## src/rtl/tlight_monitor.sv

```systemverilog
// Passive checker for a UK traffic-light lamp bus: tracks the phase sequence,
// measures per-phase dwell, counts completed cycles and latches the first violation.
module tlight_monitor #(
    parameter int MAX_DWELL = 15,
    parameter int DW_W      = 8,
    parameter int CNT_W     = 8
) (
    input  logic             clk,
    input  logic             rst,
    input  logic             r,
    input  logic             a,
    input  logic             g,
    output logic [2:0]       phase,
    output logic [DW_W-1:0]  dwell,
    output logic [CNT_W-1:0] cycles,
    output logic             err,
    output logic [1:0]       err_code
);

    typedef enum logic [2:0] {
        S_UNSYNC    = 3'd0,
        S_RED       = 3'd1,
        S_RED_AMBER = 3'd2,
        S_GREEN     = 3'd3,
        S_AMBER     = 3'd4
    } phase_t;

    typedef enum logic [1:0] {
        E_NONE       = 2'd0,
        E_PATTERN    = 2'd1,
        E_TRANSITION = 2'd2,
        E_TIMEOUT    = 2'd3
    } err_t;

    localparam logic [DW_W-1:0] DWELL_MAX = DW_W'(MAX_DWELL);

    // The FSM state register is the phase output itself.
    phase_t state;
    phase_t pat;
    phase_t succ;
    logic   pat_legal;
    err_t   cause;

    initial begin : param_check
        // Elaboration-time guard only; no hardware.
    end

    always_comb begin
        pat       = S_UNSYNC;
        pat_legal = 1'b1;
        case ({r, a, g})
            3'b100:  pat = S_RED;
            3'b110:  pat = S_RED_AMBER;
            3'b001:  pat = S_GREEN;
            3'b010:  pat = S_AMBER;
            default: pat_legal = 1'b0;
        endcase
    end

    always_comb begin
        succ = S_UNSYNC;
        case (state)
            S_RED:       succ = S_RED_AMBER;
            S_RED_AMBER: succ = S_GREEN;
            S_GREEN:     succ = S_AMBER;
            S_AMBER:     succ = S_RED;
            default:     succ = S_UNSYNC;
        endcase
    end

    // Error cause for this sample; UNSYNC never reports anything.
    always_comb begin
        cause = E_NONE;
        if (state != S_UNSYNC) begin
            if (!pat_legal)
                cause = E_PATTERN;
            else if (pat == state)
                cause = (dwell == DWELL_MAX) ? E_TIMEOUT : E_NONE;
            else if (pat != succ)
                cause = E_TRANSITION;
        end
    end

    always_ff @(posedge clk) begin
        if (rst) begin
            state    <= S_UNSYNC;
            dwell    <= '0;
            cycles   <= '0;
            err      <= 1'b0;
            err_code <= E_NONE;
        end else if (cause != E_NONE) begin
            state <= S_UNSYNC;
            dwell <= '0;
            err   <= 1'b1;
            if (!err)
                err_code <= cause;
        end else if (state == S_UNSYNC) begin
            if (pat_legal)
                state <= pat;
            dwell <= '0;
        end else if (pat == state) begin
            dwell <= dwell + DW_W'(1);
        end else begin
            state <= pat;
            dwell <= '0;
            if (state == S_AMBER)
                cycles <= cycles + CNT_W'(1);
        end
    end

    assign phase = state;

endmodule
```

## config.mk

```make
export PLATFORM = sky130hd
export DESIGN_NAME = tlight_monitor
export DESIGN_NICKNAME = d
export VERILOG_FILES = /design/src/rtl/tlight_monitor.sv
export SDC_FILE = /design/constraint.sdc
export NUM_CORES = 1
export LEC_CHECK = 0
export ABC_AREA = 1
export CAP_MARGIN = 10
export CORE_ASPECT_RATIO = 1.75
export CORE_MARGIN = 2
export CORE_UTILIZATION = 30
export DETAILED_ROUTE_END_ITERATION = 10
export GPL_ROUTABILITY_DRIVEN = 0
export PLACE_DENSITY = 0.48
export SYNTH_ARGS = -nofsm -noshare
export SYNTH_HDL_FRONTEND = slang
export SYNTH_SLANG_ARGS = --single-unit
```

## constraint.sdc

```tcl
create_clock -name clk -period 2 [get_ports clk]
set_input_delay 0.4 -clock clk [delete_from_list [all_inputs] [get_ports clk]]
set_output_delay 0.4 -clock clk [all_outputs]
set_load 0.1 [all_outputs]
```

## Word-level counts from Yosys, hierarchy flattened

Index checks and enable logic that the tools add are counted.
W data, S select, Z words.

- Bits in registers: 22
- Bits in latches: 0
- RAM bits: 0
- Bits in read-only memories: 0
- Input bits: 5
- Output and inout port bits: 22
- Logic and storage cells: 44
- Memories kept: 0

- Add/sub/neg operators: 2
- Multipliers: 0
- Divide/modulo/power cells: 0
- $lt $le $gt $ge: 0
- Eq/ne operators: 13
- Shift operators: 0
- Mux-type cells: 11
- Bitwise gates (word level): 4
- Reductions and logical operators: 9

Operator list:

| cell | number |
|---|---|
| $pmux W3 S4 | 2 |
| $add A8 B1 Y8 const B | 2 |
| $mux W2 | 5 |
| $eq A3 B2 Y1 const B | 3 |
| $eq A3 B3 Y1 const B | 3 |
| $mux W3 | 3 |
| $eq A8 B4 Y1 const B | 1 |
| $reduce_or A4 Y1 | 2 |
| $eq A3 B1 Y1 const B | 2 |
| $ne A2 B2 Y1 const B | 2 |
| $not A1 Y1 | 4 |
| $reduce_and A2 Y1 | 2 |
| $reduce_and A4 Y1 | 1 |
| $eq A3 B3 Y1 | 1 |
| $logic_not A3 Y1 | 1 |
| $ne A3 B3 Y1 | 1 |
| $reduce_bool A3 Y1 | 1 |
| $reduce_bool A2 Y1 | 1 |
| $reduce_or A2 Y1 | 1 |
| $mux W1 | 1 |

## Depth between registers and ports, before layout

Gate-level depths: netlist of run 1.

- Depth in word-level cells: 10
- Gate-level depth with buffers: 14
- Gate-level depth less buffers: 14

## Worst setup path before layout of run 1

OpenSTA, ideal clock, no wires.

- Path kind: reg2reg
- Start: register dwell[0]
- End: register dwell[0]
- Library setup time: 0.153 ns
- Arrival time: 2.267 ns
- Required time: 1.847 ns
- Slack: -0.420 ns
- Stages on the path, launching flop included: 11
- Buffers on the path: 0
- Clock period less this slack: 2.420 ns
- Cells stage by stage: dfxtp_1 ha_1 nand3_1 nor2_1 nand4_2 nand2_2 nand2_4 nand2_4 inv_2 nand3_4 nor2_2

- Cells in the longest elaborated chain, start to end: 7
- Elaborated cells between the ends (all ways): 8
- Those cells by class: add/sub: 1; eq/ne: 1; mux: 4; reduce/logical: 2

RTL lines:

| what | RTL line | source |
|---|---|---|
| start, declared | 14 | `output logic [DW_W-1:0] dwell,` |
| start signal, assigned | 102 | `dwell <= dwell + DW_W'(1);` |
| $eq A8 B4 Y1 | 78 | `cause = (dwell == DWELL_MAX) ? E_TIMEOUT : E_NONE;` |
| $mux W2 | 78 |  |
| $mux W2 | 77 | `else if (pat == state)` |
| $mux W2 | 75 | `if (!pat_legal)` |
| $mux W2 | 74 | `if (state != S_UNSYNC) begin` |
| $reduce_bool A2 Y1 | 91 | `end else if (cause != E_NONE) begin` |
| $reduce_or A4 Y1 (no source line) | n/a |  |

Several ways; a longest one is shown, not always the timed one.
A chain may end at the register's enable or synchronous reset.

## Worst setup path after layout of run 1

- Start: input a
- End: register dwell[1]

- Cells in the longest elaborated chain, start to end: 9
- Elaborated cells between the ends (all ways): 16
- Those cells by class: eq/ne: 6; mux: 6; bitwise: 1; reduce/logical: 3

RTL lines:

| what | RTL line | source |
|---|---|---|
| start, declared | 11 | `input logic a,` |
| $eq A3 B2 Y1, or another cell as far along | 51 | `case ({r, a, g})` |
| $pmux W3 S4 | 51 |  |
| $ne A3 B3 Y1 | 79 | `else if (pat != succ)` |
| $mux W2 | 79 |  |
| $mux W2 | 77 |  |
| $mux W2 | 75 |  |
| $mux W2 | 74 |  |
| $reduce_bool A2 Y1 | 91 |  |
| $reduce_or A4 Y1 (no source line) (*) | n/a |  |

Every way passes the cells marked *; elsewhere a longest branch is shown, timed or not.

==> results of run 1 <==
routing by layer:
layer / vias to the layer above / part of all wire
met5: - / 0
met2: 23 / 0.55
met1: 570 / 0.40
met4: 0 / 0.017
met3: 5 / 0.028
li1: 625 / -
stage by stage:
step | cell area [µm²] | cells | util
floorplan | 1300 | 176 | -
detailed placement | 1613 | 255 | 0.3886
global placement | 1613 | 255 | 0.3886
CTS | 1687 | 259 | 0.4064
finish | 1689 | 259 | 0.4070
global route | 1689 | 259 | 0.4070
worst max-delay path, cell delays in order:
cell and delay, ns:
dlygate4sd2_1 0.29, inv_2 0.10, nand3_2 0.14, nand2_1 0.13
nor2_1 0.05, nor2_1 0.11, nand3_1 0.11, nand2_2 0.09
nand2_4 0.07, nand2_8 0.10, nand2_4 0.05, inv_2 0.07
nand3_4 0.14, nor2_2 0.12
flip-flops by register name, indices dropped and copies added, names as in the netlist:
name	cells
dwell	8
cycles	8
err_code	2
phase	3
err	1
cells by family after synthesis:
kind of cell               Yosys count  synth area share
AOI/OAI and AO/OA                   11           0.04271
xor gates and xnor gates            14            0.1010
adders and majority gates            2           0.01941
buffers and inverters               26           0.07573
DFF                                 22            0.3417
and+or+nand+nor                    101            0.4194
final cells by class:
type / instances / area [µm²]
fill: 438 / 2461
clock buffer: 3 / 41.29
multi-input combinational: 128 / 755.7
sequential: 22 / 451.7
inverter: 25 / 93.84
clock inverter: 1 / 30.03
timing repair buffer: 31 / 255.2
tap: 49 / 61.31
timing repair:
item	in CTS	in global routing
buffers inserted	0	0
setup endpoints to repair	8	19
hold endpoints to repair	0	0
resized for setup	3	1
hold buffers	0	0
where the power goes:
part / switching (µW) / internal, µW
Combinational: 193 / 71.2
Clock: 149 / 267
Sequential: 12.2 / 449
synthesized netlist by cell type (all sizes together):
master | instances | area (µm²)
inv | 25 | 93.84
dfxtp | 22 | 440.4
xnor2 | 7 | 61.31
a21oi | 9 | 45.04
nand2 | 41 | 197.7
nand4 | 11 | 75.07
nor2 | 30 | 132.6
o21ai | 2 | 10.00
nor3 | 1 | 5.000
buf | 1 | 3.750
nand3 | 18 | 130.1
ha | 2 | 25.02
xor2 | 7 | 68.82
worst max-delay path by stage:
stage                     slack (ns)       end  cells past startpoint  startpoint
after floorplan                 0.01  dwell[0]                     10    dwell[1]
after global routing            0.06  dwell[1]                     15           a
after CTS                       0.04  dwell[1]                     12           g
after detailed placement       -0.30  dwell[1]                     15           a
after global placement         -0.20  dwell[0]                     15           g
final                           0.22  dwell[1]                     14           a
==> metrics, run 1 <==
status complete, no violations; clock skew 0.001390 ns; syn nets 183; Sink Count 22; first-pass GRT wire length 5.078 mm; Vias 1223; RR Endpoint dwell[1]; Pwr Total 1142 µW; final hold violation count 0; Final Critical Period 1.781 ns; Worst-Margin Slew 0.4065 ns; Post-Synthesis Cell Area 1289 µm²; Die ar. 4857 µm²; most common cell after layout, fill and taps aside nand2_1; Synth Warn # 0; final worst-path setup slack 0.2189 ns; hold path startpoint dwell[0]; Slew Viols, Final 0; Hold Slack 0.4403 ns; final setup vio count 0; syn_area_per_cell 7.322 µm²; RSZ-0062 raised after global routing no; # DRC 0; max_slew headroom 0.7280; R2R cell count 10; Inserted Clock Buffers 3; Die Width around 54 µm; I/O pins 27; CORE AREA 4150 µm²; met3 Track Usage GR 0.01490; Layout area overhead 31.07%; 1st-pass router iterations 4; CTS root buf clkbuf_8; CTS tree done; wire length per cell 11.56 µm; crit path DAT ~2 ns; CP required 2.20 ns; largest net degree at the start of global routing 14; total congestion overflow 0; Seq/Total Area, Yosys 0.3417; FF-to-FF Start dwell[0]; 1st-iter DRT viols 26; Clock Latency Late Sink 0.26 ns; CP max FO 10; Syn Inst Count 176; fin nets 218; fraction of layout cells with a size suffix above 1 0.3238; r2r setup slk 0.28 ns; fmax around 560 MHz; PwrDens just under 700 nW/µm²; Final ANT Viol Nets 0; Post-Route WL about 3 mm; vias in the first global route 1164; ant diodes 0; antenna violations before repair 0; grt met1 use 0.1461; Setup CP Type input port to flop; most frequent cells in the layout 35 x nand2_1, 26 x buf_4, 22 x nor2_1, 17 x inv_1, 15 x dfxtp_1; gr usage total 0.1367; maximum vdd drop 0.4431 mV; Max-Cap Viols 0; crit share post-route 0.8905; vias per cell 4.722; layer with the highest usage met2; setup TNS 0 ns; Clk pin slew, worst setup/hold paths around 0.08 ns; count of different cell masters after synthesis 23; initial core utilization 0.3105; Leak 0.0007528 µW; startpoint types input port; pre-CTS setup slack -0.3043 ns; Port Buffers 26; num rows 31; hold depth 1; worst hold endpoint dwell[0]; hpwl dp 2.426 mm; Clock Path Buffers 2; Die H 90.71 µm; GRT met2 Usage 0.2521; nature of the critical path endpoint flop; H-tree levels 1; worst hold-check path type flop to flop; FF+latch count, synth 22
(Power assumes the default switching activity.)
==> run 2, diff against run 1 <==
- ABC_CLOCK_PERIOD_IN_PS: unset -> 1860
- clock period: 2 -> 1.86 ns (I/O delays scaled with it)
==> metrics, run 2 (same netlist as run 1, synthesis figures left out) <==
Worst-Margin Slew about 0.39 ns; clock skew approximately 0.00074 ns; final worst-path setup slack 0.1455 ns; Layout area overhead 54.08%; Max-Cap Viols 0; Hold Slack 0.5175 ns; clock power share 0.354; nature of the critical path endpoint flop; fmax 583.2 MHz; Port Buffers 26; fin nets 220; Post-Route WL slightly above 3 mm; r2r setup slk between 0.15 and 0.2 ns; crit share post-route 0.9218; Die ar. 4857 µm²; Clk pin slew, worst setup/hold paths about 0.080 ns; Setup CP Type input port to flop; Leak 0.0008177 µW; Clock Path Buffers 2; CTS Hold Bufs 0; FF-to-FF Start dwell[1]; CP max FO 10; num rows 31; max incr delay on CP 0.27 ns; WP buf/inv 3; 1st-pass router iterations 4; Sink Count 22; first-pass GRT wire length 5.499 mm; fraction of layout cells with a size suffix above 1 0.3774; Finished Layout Cells 261; worst hold endpoint err_code[1]; gr usage total 0.1462; crit path DAT 1.88 ns; crit-path cells dlygate4sd2_1 -> inv_2 -> nand3_2 -> nand2_1 -> nand2_1 -> nand2_1 -> nand4_2 -> nand2_2 -> nand2_4 -> nand3_4 -> inv_2 -> nor2_1 -> nor2_1; delay-heaviest family, CP simple AND/OR/NAND/NOR gates; 1st-iter DRT viols 18; hold path startpoint err_code[1]; initial core utilization 0.3105; final setup vio count 0; status complete, no violations; CP required roughly 2.0 ns; H-tree levels 1; Critical Path Most Common Cell nand2_1; PwrDens 633.9 nW/µm²; max_slew headroom 0.7424; Vias 1199; ant diodes 0; final hold violation count 0; R2R cell count 10; wire length per cell between 10 and 15 µm; placed cells 255; Final Critical Period 1.715 ns; Final ANT Viol Nets 0; vias in the first global route ~1.3k; startpoint types input port; CORE AREA 4150 µm²; most common cell after layout, fill and taps aside nand2_1; I/O pins 27; # DRC 0; total congestion overflow 0; Inserted Clock Buffers 3; hpwl dp 2.498 mm; worst hold-check path type flop to flop; setup TNS 0 ns; Die Width 53.55 µm; sw power about 380 µW; RR Endpoint cycles[0]; CTS root buf clkbuf_8; RSZ-0062 raised after global routing no; CTS tree done; Internal slightly below 900 µW; Clock Latency Late Sink 0.26 ns; most frequent cells in the layout 34 x nand2_1, 22 x buf_12, 21 x nor2_1, 17 x inv_1, 12 x nand3_1; sw frac 0.3051; largest net degree at the start of global routing 14; Placement Cell Area 1888 µm²; vias per cell about 4.6; fin area 1986 µm²; Slew Viols, Final 0; Seq pwr share 0.396; combinational power share 0.250; pre-CTS setup slack -0.3852 ns; hold depth 2; slowest cell on the critical path dlygate4sd2_1; antenna violations before repair 0; maximum vdd drop 0.6178 mV; Die H between 90 and 100 µm
[run 2: cell types whose count changed in the layout (fill, tap and decap cells not counted), sizes merged]
cell and delta:
dlygate4sd2 +1, dlymetal6s2s -1, buf +2
[run 2: what timing repair did]
item	CTS	global route
gates cloned	0	0
pin swaps	0	0
setup endpoints to repair	19	17
resized for setup	3	5
setup buffers	0	2
[run 2: worst min-delay path, cell delays in order, from the launching register on]
cell and delay, ns:
dfxtp_1 0.35, nand2_1 0.07, a21oi_1 0.05
[run 2: layout make-up]
cell class / instances / area (µm²)
clock buffer: 3 / 41.29
clock inverter: 1 / 30.03
fill: 394 / 2165
inverter: 25 / 93.84
multi-input combinational: 128 / 760.7
sequential: 22 / 469.2
tap: 49 / 61.31
timing repair buffer: 33 / 529.3
[run 2: how the worst max path moves through the flow]
stage / start / end / slack, ns / cells after the start
floorplan: phase[1] / dwell[0] / 0.03 / 14
finish: r / cycles[0] / 0.15 / 13
global placement: a / phase[1] / -0.30 / 15
global route: g / dwell[3] / 0.0007 / 14
detailed placement: a / dwell[7] / -0.39 / 15
CTS: dwell[1] / cycles[0] / 0.08 / 10
[run 2: metal layers]
| layer | share of wire | vias to the layer above | GRT usage |
|---|---|---|---|
| li1 | - | 637 | - |
| met4 | 0.017 | 0 | 0.05556 |
| met5 | 0 | - | 0 |
| met3 | 0.028 | 5 | 0.01987 |
| met1 | 0.40 | 536 | 0.1639 |
| met2 | 0.55 | 21 | 0.2623 |
[run 2: power groups by stage]
stage                     logic [µW]  registers (µW)  clock network, µW
final                            314             499                446
after global routing             341             502                479
after CTS                        310             502                456
after detailed placement         312             513                  0
after global placement           307             512                  0
after floorplan                  129             593                  0
[run 2: stage by stage]
step                      total power (µW)    util
after floorplan                      721.3       -
after global placement               819.8  0.4549
after detailed placement             824.9  0.4549
after CTS                             1269  0.4712
after global routing                  1321  0.4784
final                                 1259  0.4784
